===== src/rtl/ni_request_payload_collector_pkg.sv =====
// Shared definitions for the NI request payload collector.
//   FTYPEWD        : width of the flit type field stripped before payload assembly
//   COUNTERFLITWD  : width of flit counters / payload flit counts
//   DEF_*          : default geometry (32-bit link, up to 3 payload flits, 90-bit payload)
//   state_t        : collector FSM states
package ni_request_payload_collector_pkg;

  localparam int unsigned FTYPEWD                  = 2;
  localparam int unsigned COUNTERFLITWD            = 4;
  localparam int unsigned DEF_FLIT_WIDTH           = 32;
  localparam int unsigned DEF_MAX_REQ_PAYLOADFLITS = 3;
  localparam int unsigned DEF_REQ_PAYLOADLENGTH    = 90;

  typedef enum logic {
    COLLECT = 1'b0,
    HOLD    = 1'b1
  } state_t;

endpackage


===== src/rtl/ni_request_payload_collector.sv =====
// Reassembles BASE_WIDTH-bit payload flits into one wide request payload.
// Flit k of a packet lands in payload[BASE_WIDTH*k +: BASE_WIDTH]; the first
// flit of a packet clears all slots so short packets leave upper slots zero.
// The assembled payload is held until the consumer takes it.
//
// Ports:
//   clock           : system clock, rising edge
//   reset           : synchronous, active-high
//   flit_in         : payload flit data
//   flit_valid      : flit_in is valid
//   flit_last       : flit_in is the packet tail
//   flit_ready      : collector accepts a flit this cycle (depends on state only)
//   payload         : assembled payload
//   payload_valid   : payload complete and stable
//   payload_ready   : consumer takes the payload
//   payload_flits   : number of flits received for the held payload
//   payload_overrun : flit limit reached without a tail flit
module ni_request_payload_collector
  import ni_request_payload_collector_pkg::*;
#(
  parameter int unsigned FLIT_WIDTH           = DEF_FLIT_WIDTH,
  parameter int unsigned BASE_WIDTH           = FLIT_WIDTH - FTYPEWD,
  parameter int unsigned MAX_REQ_PAYLOADFLITS = DEF_MAX_REQ_PAYLOADFLITS,
  parameter int unsigned REQ_PAYLOADLENGTH    = DEF_REQ_PAYLOADLENGTH
) (
  input  logic                         clock,
  input  logic                         reset,
  input  logic [BASE_WIDTH-1:0]        flit_in,
  input  logic                         flit_valid,
  input  logic                         flit_last,
  output logic                         flit_ready,
  output logic [REQ_PAYLOADLENGTH-1:0] payload,
  output logic                         payload_valid,
  input  logic                         payload_ready,
  output logic [COUNTERFLITWD-1:0]     payload_flits,
  output logic                         payload_overrun
);

  localparam int unsigned SLOT_BITS = BASE_WIDTH * MAX_REQ_PAYLOADFLITS;
  localparam logic [COUNTERFLITWD-1:0] LAST_SLOT = COUNTERFLITWD'(MAX_REQ_PAYLOADFLITS - 1);

  state_t                     state;
  state_t                     state_next;
  logic [COUNTERFLITWD-1:0]   flit_counter;
  logic [BASE_WIDTH-1:0]      slots [MAX_REQ_PAYLOADFLITS];
  logic [SLOT_BITS-1:0]       slot_flat;

  logic accept;
  logic at_limit;
  logic release_payload;

  assign at_limit        = (flit_counter == LAST_SLOT);
  assign accept          = flit_valid & flit_ready;
  assign release_payload = payload_valid & payload_ready;

  // State register
  always_ff @(posedge clock) begin
    if (reset) begin
      state <= COLLECT;
    end else begin
      state <= state_next;
    end
  end

  // Next state and flit_ready; flit_ready comes from the state register only
  always_comb begin
    state_next = state;
    flit_ready = 1'b0;
    case (state)
      COLLECT: begin
        flit_ready = 1'b1;
        if (flit_valid && (flit_last || at_limit)) begin
          state_next = HOLD;
        end
      end
      HOLD: begin
        if (payload_ready) begin
          state_next = COLLECT;
        end
      end
      default: state_next = COLLECT;
    endcase
  end

  // Slot array, flit counter and payload status.
  // accept and release_payload are mutually exclusive: accept needs COLLECT,
  // release needs payload_valid, which is only set while in HOLD.
  always_ff @(posedge clock) begin
    if (reset) begin
      flit_counter    <= '0;
      payload_valid   <= 1'b0;
      payload_flits   <= '0;
      payload_overrun <= 1'b0;
      for (int unsigned i = 0; i < MAX_REQ_PAYLOADFLITS; i++) begin
        slots[i] <= '0;
      end
    end else if (accept) begin
      // First flit of a packet writes slot 0 and clears every other slot.
      for (int unsigned i = 0; i < MAX_REQ_PAYLOADFLITS; i++) begin
        if (flit_counter == COUNTERFLITWD'(i)) begin
          slots[i] <= flit_in;
        end else if (flit_counter == '0) begin
          slots[i] <= '0;
        end
      end
      payload_overrun <= at_limit & ~flit_last;
      if (flit_last || at_limit) begin
        payload_valid <= 1'b1;
        payload_flits <= flit_counter + 1'b1;
        flit_counter  <= '0;
      end else begin
        flit_counter <= flit_counter + 1'b1;
      end
    end else if (release_payload) begin
      payload_valid   <= 1'b0;
      payload_overrun <= 1'b0;
    end
  end

  always_comb begin
    slot_flat = '0;
    for (int unsigned i = 0; i < MAX_REQ_PAYLOADFLITS; i++) begin
      slot_flat[BASE_WIDTH*i +: BASE_WIDTH] = slots[i];
    end
  end

  // Map slot bits onto the payload: drop slot bits beyond the payload width,
  // or zero-fill payload bits that no slot covers.
  generate
    if (REQ_PAYLOADLENGTH < SLOT_BITS) begin : g_truncate
      logic unused_slot_bits;
      assign unused_slot_bits = ^slot_flat[SLOT_BITS-1:REQ_PAYLOADLENGTH];
      assign payload = slot_flat[REQ_PAYLOADLENGTH-1:0];
    end else if (REQ_PAYLOADLENGTH > SLOT_BITS) begin : g_extend
      assign payload = {{(REQ_PAYLOADLENGTH - SLOT_BITS){1'b0}}, slot_flat};
    end else begin : g_exact
      assign payload = slot_flat;
    end
  endgenerate

endmodule


===== config.mk =====
export PLATFORM = sky130hd
export DESIGN_NAME = ni_request_payload_collector
export DESIGN_NICKNAME = d
export VERILOG_FILES = /design/src/rtl/ni_request_payload_collector_pkg.sv /design/src/rtl/ni_request_payload_collector.sv
export SDC_FILE = /design/constraint.sdc
export NUM_CORES = 1
export LEC_CHECK = 0
export CORE_ASPECT_RATIO = 1.25
export CORE_MARGIN = 10
export CORE_UTILIZATION = 30
export CTS_CLUSTER_SIZE = 12
export DETAILED_ROUTE_END_ITERATION = 10
export PLACE_DENSITY = 0.64
export RECOVER_POWER = 25
export SLEW_MARGIN = 20
export SYNTH_ARGS = -nofsm -noshare
export SYNTH_HDL_FRONTEND = slang
export SYNTH_SLANG_ARGS = --single-unit

===== constraint.sdc =====
create_clock -name clock -period 5.7 [get_ports clock]
set_input_delay 1.14 -clock clock [delete_from_list [all_inputs] [get_ports clock]]
set_output_delay 1.14 -clock clock [all_outputs]
set_load 0.01 [all_outputs]

==> results of run 1 <==
report_power, final:
| group | internal (mW) | switching (mW) | total, mW |
|---|---|---|---|
| Sequential | 0.815 | 0.0115 | 0.827 |
| Combinational | 0.0903 | 0.0914 | 0.182 |
| Clock | 0.322 | 0.264 | 0.586 |
| Total | 1.23 | 0.367 | 1.59 |
worst min-delay path by stage:
stage,start,to,slack [ns]
after floorplan,flit_counter[1],flit_counter[1],0.48
after global placement,payload_flits[2],payload_flits[2],0.45
after detailed placement,payload_flits[2],payload_flits[2],0.45
after CTS,payload_flits[2],payload_flits[2],0.46
after global routing,payload_flits[2],payload_flits[2],0.49
final,payload_flits[2],payload_flits[2],0.46
placed cells by master, fill, tap and decap left out, types with 2 or more instances in the layout:
master	count
nor3_4	2
o21ai_0	4
clkinv_2	3
nor2_1	3
nor2b_1	4
edfxtp_1	60
a21oi_1	7
nand2b_1	4
a22o_1	30
dlygate4sd3_1	58
nand4_1	3
clkdlybuf4s50_1	73
ha_1	4
a2111oi_0	2
dfxtp_1	41
inv_1	8
nor3_1	2
and2_1	60
nand2_1	4
nand3_1	3
buf_4	2
clkbuf_16	10
metrics by stage:
stage / cell area (um^2) / utilization (%) / power, mW
floorplan: 3766 / - / 0.9095
global placement: 5260 / 43.05 / 1.036
detailed placement: 5260 / 43.05 / 1.039
CTS: 5545 / 45.39 / 1.627
global route: 5562 / 45.52 / 1.660
finish: 5562 / 45.52 / 1.595
critical path, cell delays in order:
cell and delay (ns):
dlygate4sd3_1 0.56, nor4b_1 0.74, a21o_1 0.72, buf_4 0.37
state kept, by name, summed over array words and instances, names as in the netlist:
name and count:
slots 90, payload_valid 1, payload_flits 4, flit_counter 4, state 1, payload_overrun 1
logic make-up after synthesis:
group                    synth area share, %
adder cells (fa/ha/maj)                1.329
multiplexers                          0.5648
AND/OR/NAND/NOR                        15.55
flip-flops                             69.63
AO/OA/AOI/OAI                          10.00
buffers and inverters                  2.691
XOR/XNOR                              0.2326
routing by layer:
metal  track usage (%)  up-vias
met3             4.031       11
li1                  -     1243
met2             19.26       73
met4             4.595        0
met5                 0        -
met1             13.48     1259
final cells by class:
cell class / count / area [um^2]
flip-flops and latches: 101 / 2623
clock inverters: 5 / 31.28
well taps: 164 / 205.2
fillers: 1129 / 6656
multi-input cells: 148 / 1066
inverters: 8 / 30.03
repair buffers: 135 / 1353
clock buffers: 11 / 254.0
==> results.md, run 1 <==
* Status: finished, final reports clean
* Max Clk Rate at 284.5 MHz
* VDD IR max at 122.8 uV
* Routed WL at 9.991 mm
* Gp weighted congestion at 0.7427
* CTS sink count at 101
* Post-synth ARST share at 0%
* Core box area at 12220 um^2
* Worst r2r src: flit_counter[2]
* DR pass1 iterations at 4
* Unrepaired setup endpoints after global routing: no
* Diode count at 0
* Port bufs at 131
* Initial antenna violation count at 0
* CP Max Fanout at 16
* DR vias at 2586
* Cells on Worst Hold Path at 2
* Period utilization at 61.66%
* Endpoints failing hold at 0
* Rel. slew slack at 36.89%
* FF-to-FF setup slack at 3.10 ns
* Vias in the first global route at 2776
* Max cap viols at 0
* R2R depth at 3
* DR WL met3 at 679 um
* CP Launch Point: flit_valid
* DRT antenna net count at 0
* Placed instance count at 554
* Unique masters post-synth at 34
* Synth Net Count at 311
* Synthesized area at 3766 um^2
* Req. time, crit path at 5.73 ns
* Synthesized area per cell at 13.85 um^2
* Post-CTS setup buffer count at 0
* Final setup viols at 0
* Area Overhead vs Synth at 47.67%
* Crit path to: slots[0][18]
* Die height at 145.3 um
* Synth Warn # at 0
* H-tree depth at 3
* Number of enable flip-flop cells after synthesis at 60
* Die width at 120.2 um
* CTS Hold Buffers Added at 0
* Cell taking the most area after synthesis: edfxtp_1
* I/O pins at 132
* Min-Delay Path Class: reg -> reg
* First-pass GRT wire length at 15.97 mm
* CTS buffer count at 9
* Share of cells above drive strength 1 at 6.618%
* Final HPWL DP at 7.162 mm
* Clock latency on the worst-skew pair at 0.34 ns
* Root Driver: clkbuf_16
* DR WL/cell at 17.47 um
* Top cells by count, synth: and2_1, edfxtp_1, dfxtp_1
* Max Root-Sink Buffers at 2
* Synth top area cells: edfxtp_1, dfxtp_1, and2_1, a22o_1, buf_2
* Grt ovf at 0
* CTS tree: done
* Metal1 wirelength at 4.091 mm
* Minimum clock period at 3.515 ns
* Setup Crit Path Kind: in -> reg
* Largest net degree at the start of global routing at 31
* PD cells at 286.7 nW/um^2
* Std-Cell Rows at 45
* Clock Skews at 0.008579 ns
* Register area share after synthesis at 69.63%
* Max Slew Vio Count at 0
* Fin nets at 442
* Worst Path Arrival at 3.54 ns
* CP endpoint kind: flop
* R2R Path End: slots[0][18]
* Synth top area share at 47.84%
* Initial drt markers at 94
* Initial core utilization at 30.82%
* Startpoint types: input port
* Fin Hold WS at 0.4566 ns
* WL met2 at 5.055 mm
* Post-cts sizing count at 0
* Die ar. at 17460 um^2
* DR vias/cell at 4.521
* Actual slew at the worst max-slew pin at 0.9446 ns
* Dpl ws at 1.980 ns
* Setup TNS at 0 ns
* Yosys reg bits at 101
* Gr usage total at 11.67%
* Synth Flop Type: edfxtp_1
* LEAKAGE at 2.179 nW
* Max Used Layer: met4
* Post-synthesis cell count at 272
* Non-Filler Instances at 572
* Final WS setup at 2.185 ns
* DRC Markers at 0
* Worst-path clk slew at 0.07 ns
Power figures use the tool's default switching activity.
==> run 2: changes to the inputs <==
--- a/config.mk
+++ b/config.mk
@@ -10,7 +10,7 @@
 export CORE_UTILIZATION = 30
 export CTS_CLUSTER_SIZE = 12
 export DETAILED_ROUTE_END_ITERATION = 10
-export PLACE_DENSITY = 0.64
+export PLACE_DENSITY = 0.66
 export RECOVER_POWER = 25
 export SLEW_MARGIN = 20
 export SYNTH_ARGS = -nofsm -noshare
==> constraint.sdc (replaced) <==
create_clock -name clock -period 3 [get_ports clock]
set_input_delay 0.6 -clock clock [delete_from_list [all_inputs] [get_ports clock]]
set_output_delay 0.6 -clock clock [all_outputs]
set_load 0.01 [all_outputs]
==> results.md, run 2 (synthesis gave the netlist of run 1 again) <==
* VDD IR max at 227.0 uV
* Final HPWL DP at 7.696 mm
* Rel. slew slack at 36.96%
* R2R Path End: slots[1][5]
* DRT antenna net count at 0
* Setup TNS at 0 ns
* R2R depth at 4
* Core box area at 12220 um^2
* Worst-path clk slew at 0.06 ns
* DR WL/cell at 17.76 um
* Worst Path Arrival at 2.61 ns
* Routed WL at 10.28 mm
* Top reg by flops: slots
* PD cells at 546.6 nW/um^2
* Gp weighted congestion at 0.7847
* Unrepaired setup endpoints after global routing: no
* DR pass1 iterations at 4
* Die ar. at 17460 um^2
* H-tree depth at 3
* Status: finished, final reports clean
* Fin Hold WS at 0.4607 ns
* Top flop regs: slots x90, flit_counter x4, payload_flits x4
* Gr usage total at 11.64%
* Initial antenna violation count at 0
* Multi-input logic area at 1057 um^2
* Clock latency on the worst-skew pair at 0.34 ns
* DR vias at 2611
* Post-CTS setup buffer count at 0
* Post-cts sizing count at 0
* Family with the most delay on the worst path: simple AND/OR/NAND/NOR gates
* Req. time, crit path at 3.02 ns
* Clock Skews at 0.004346 ns
* Initial core utilization at 30.82%
* Initial drt markers at 127
* Max cap viols at 0
* LEAKAGE at 2.200 nW
* CTS sink count at 101
* Period utilization at 86.35%
* Fin nets at 449
* Max Clk Rate at 386.0 MHz
* Placed instance count at 563
* Crit-path cells: dlygate4sd3_1 -> nor4b_1 -> o21ai_0 -> nand2b_2 -> buf_4
* Worst path max stage delay at 0.77 ns
* FF-to-FF setup slack at 0.78 ns
* Most frequent cells in the layout: clkdlybuf4s50_1, and2_1, edfxtp_1
* Actual slew at the worst max-slew pin at 0.9325 ns
* Register area at 2623 um^2
* Endpoints failing hold at 0
* Root Driver: clkbuf_16
* Non-Filler Instances at 579
* CP endpoint kind: flop
* Max Slew Vio Count at 0
* Final setup viols at 0
* Die width at 120.2 um
* CP Max Fanout at 19
* DR vias/cell at 4.509
* I/O pins at 132
* Largest net degree at the start of global routing at 31
* Vias in the first global route at 2754
* CP max stage cell: nor4b_1
* Port bufs at 131
* Largest register FFs at 90
* Diode count at 0
* CTS buffer count at 9
* First-pass GRT wire length at 15.88 mm
* Max Root-Sink Buffers at 2
* CTS Hold Buffers Added at 0
* Commonest non-fill, non-tap cell in the layout: clkdlybuf4s50_1
* HP Start: payload_flits[2]
* Area Overhead vs Synth at 48.84%
* Worst r2r src: flit_counter[2]
* CP Buf/Inv Count at 2
* DRC Markers at 0
* Setup Crit Path Kind: in -> reg
* Startpoint types: input port
* Grt ovf at 0
* Hold Path End: payload_flits[2]
* Minimum clock period at 2.591 ns
* Cells on Worst Hold Path at 2
* Die height at 145.3 um
* Share of cells above drive strength 1 at 7.229%
* Layout fillers at 1128
* Dpl ws at 0.5103 ns
* CTS tree: done
* Final WS setup at 0.4094 ns
* Std-Cell Rows at 45
* Min-Delay Path Class: reg -> reg
==> run 2: layout make-up <==
class                           instances  share of cell area, %
Multi-Input combinational cell        148                  18.86
Sequential cell                       101                  46.79
Inverter                                8                 0.5357
Tap cell                              164                  3.661
Timing Repair Buffer                  142                  24.96
Clock buffer                           11                  4.152
Clock inverter                          5                  1.049
==> run 2: worst max-delay path by stage <==
| stage | from | end | slack (ns) | cells after the start |
|---|---|---|---|---|
| floorplan | reset | slots[1][0] | 0.70 | 3 |
| global placement | flit_valid | slots[1][15] | 0.56 | 5 |
| detailed placement | flit_valid | slots[1][9] | 0.51 | 5 |
| CTS | flit_counter[0] | slots[2][26] | 0.77 | 5 |
| global route | flit_valid | slots[1][5] | 0.34 | 5 |
| finish | flit_valid | slots[1][5] | 0.41 | 5 |
==> run 2: per-stage QoR <==
step	util, %	total power [mW]	instance area [um^2]
after floorplan	-	1.728	3766
after global placement	43.71	1.979	5340
after detailed placement	43.71	1.987	5340
after CTS	46.09	3.131	5632
after global routing	45.88	3.189	5605
final	45.88	3.064	5605
==> run 2: worst register-to-register path: stages, from the launching register on <==
cell      delay, ns
dfxtp_1        0.38
nor4b_1        0.85
o21ai_0        0.26
nand2b_2       0.14
buf_4          0.27
==> run 2: per-layer routing <==
| metal | global-route usage [%] | routed length (um) | vias up |
|---|---|---|---|
| met5 | 0 | 0 | - |
| met4 | 4.353 | 121 | 0 |
| met3 | 3.837 | 645 | 8 |
| met2 | 20.25 | 5416 | 83 |
| met1 | 12.76 | 4098 | 1268 |
| li1 | - | - | 1252 |
==> run 2: report_power, final <==
group	switching, mW	total, mW	internal (mW)	leakage (nW)
sequential	0.0236	1.57	1.55	0.983
combinational	0.174	0.352	0.179	1.08
clock	0.490	1.14	0.649	0.138
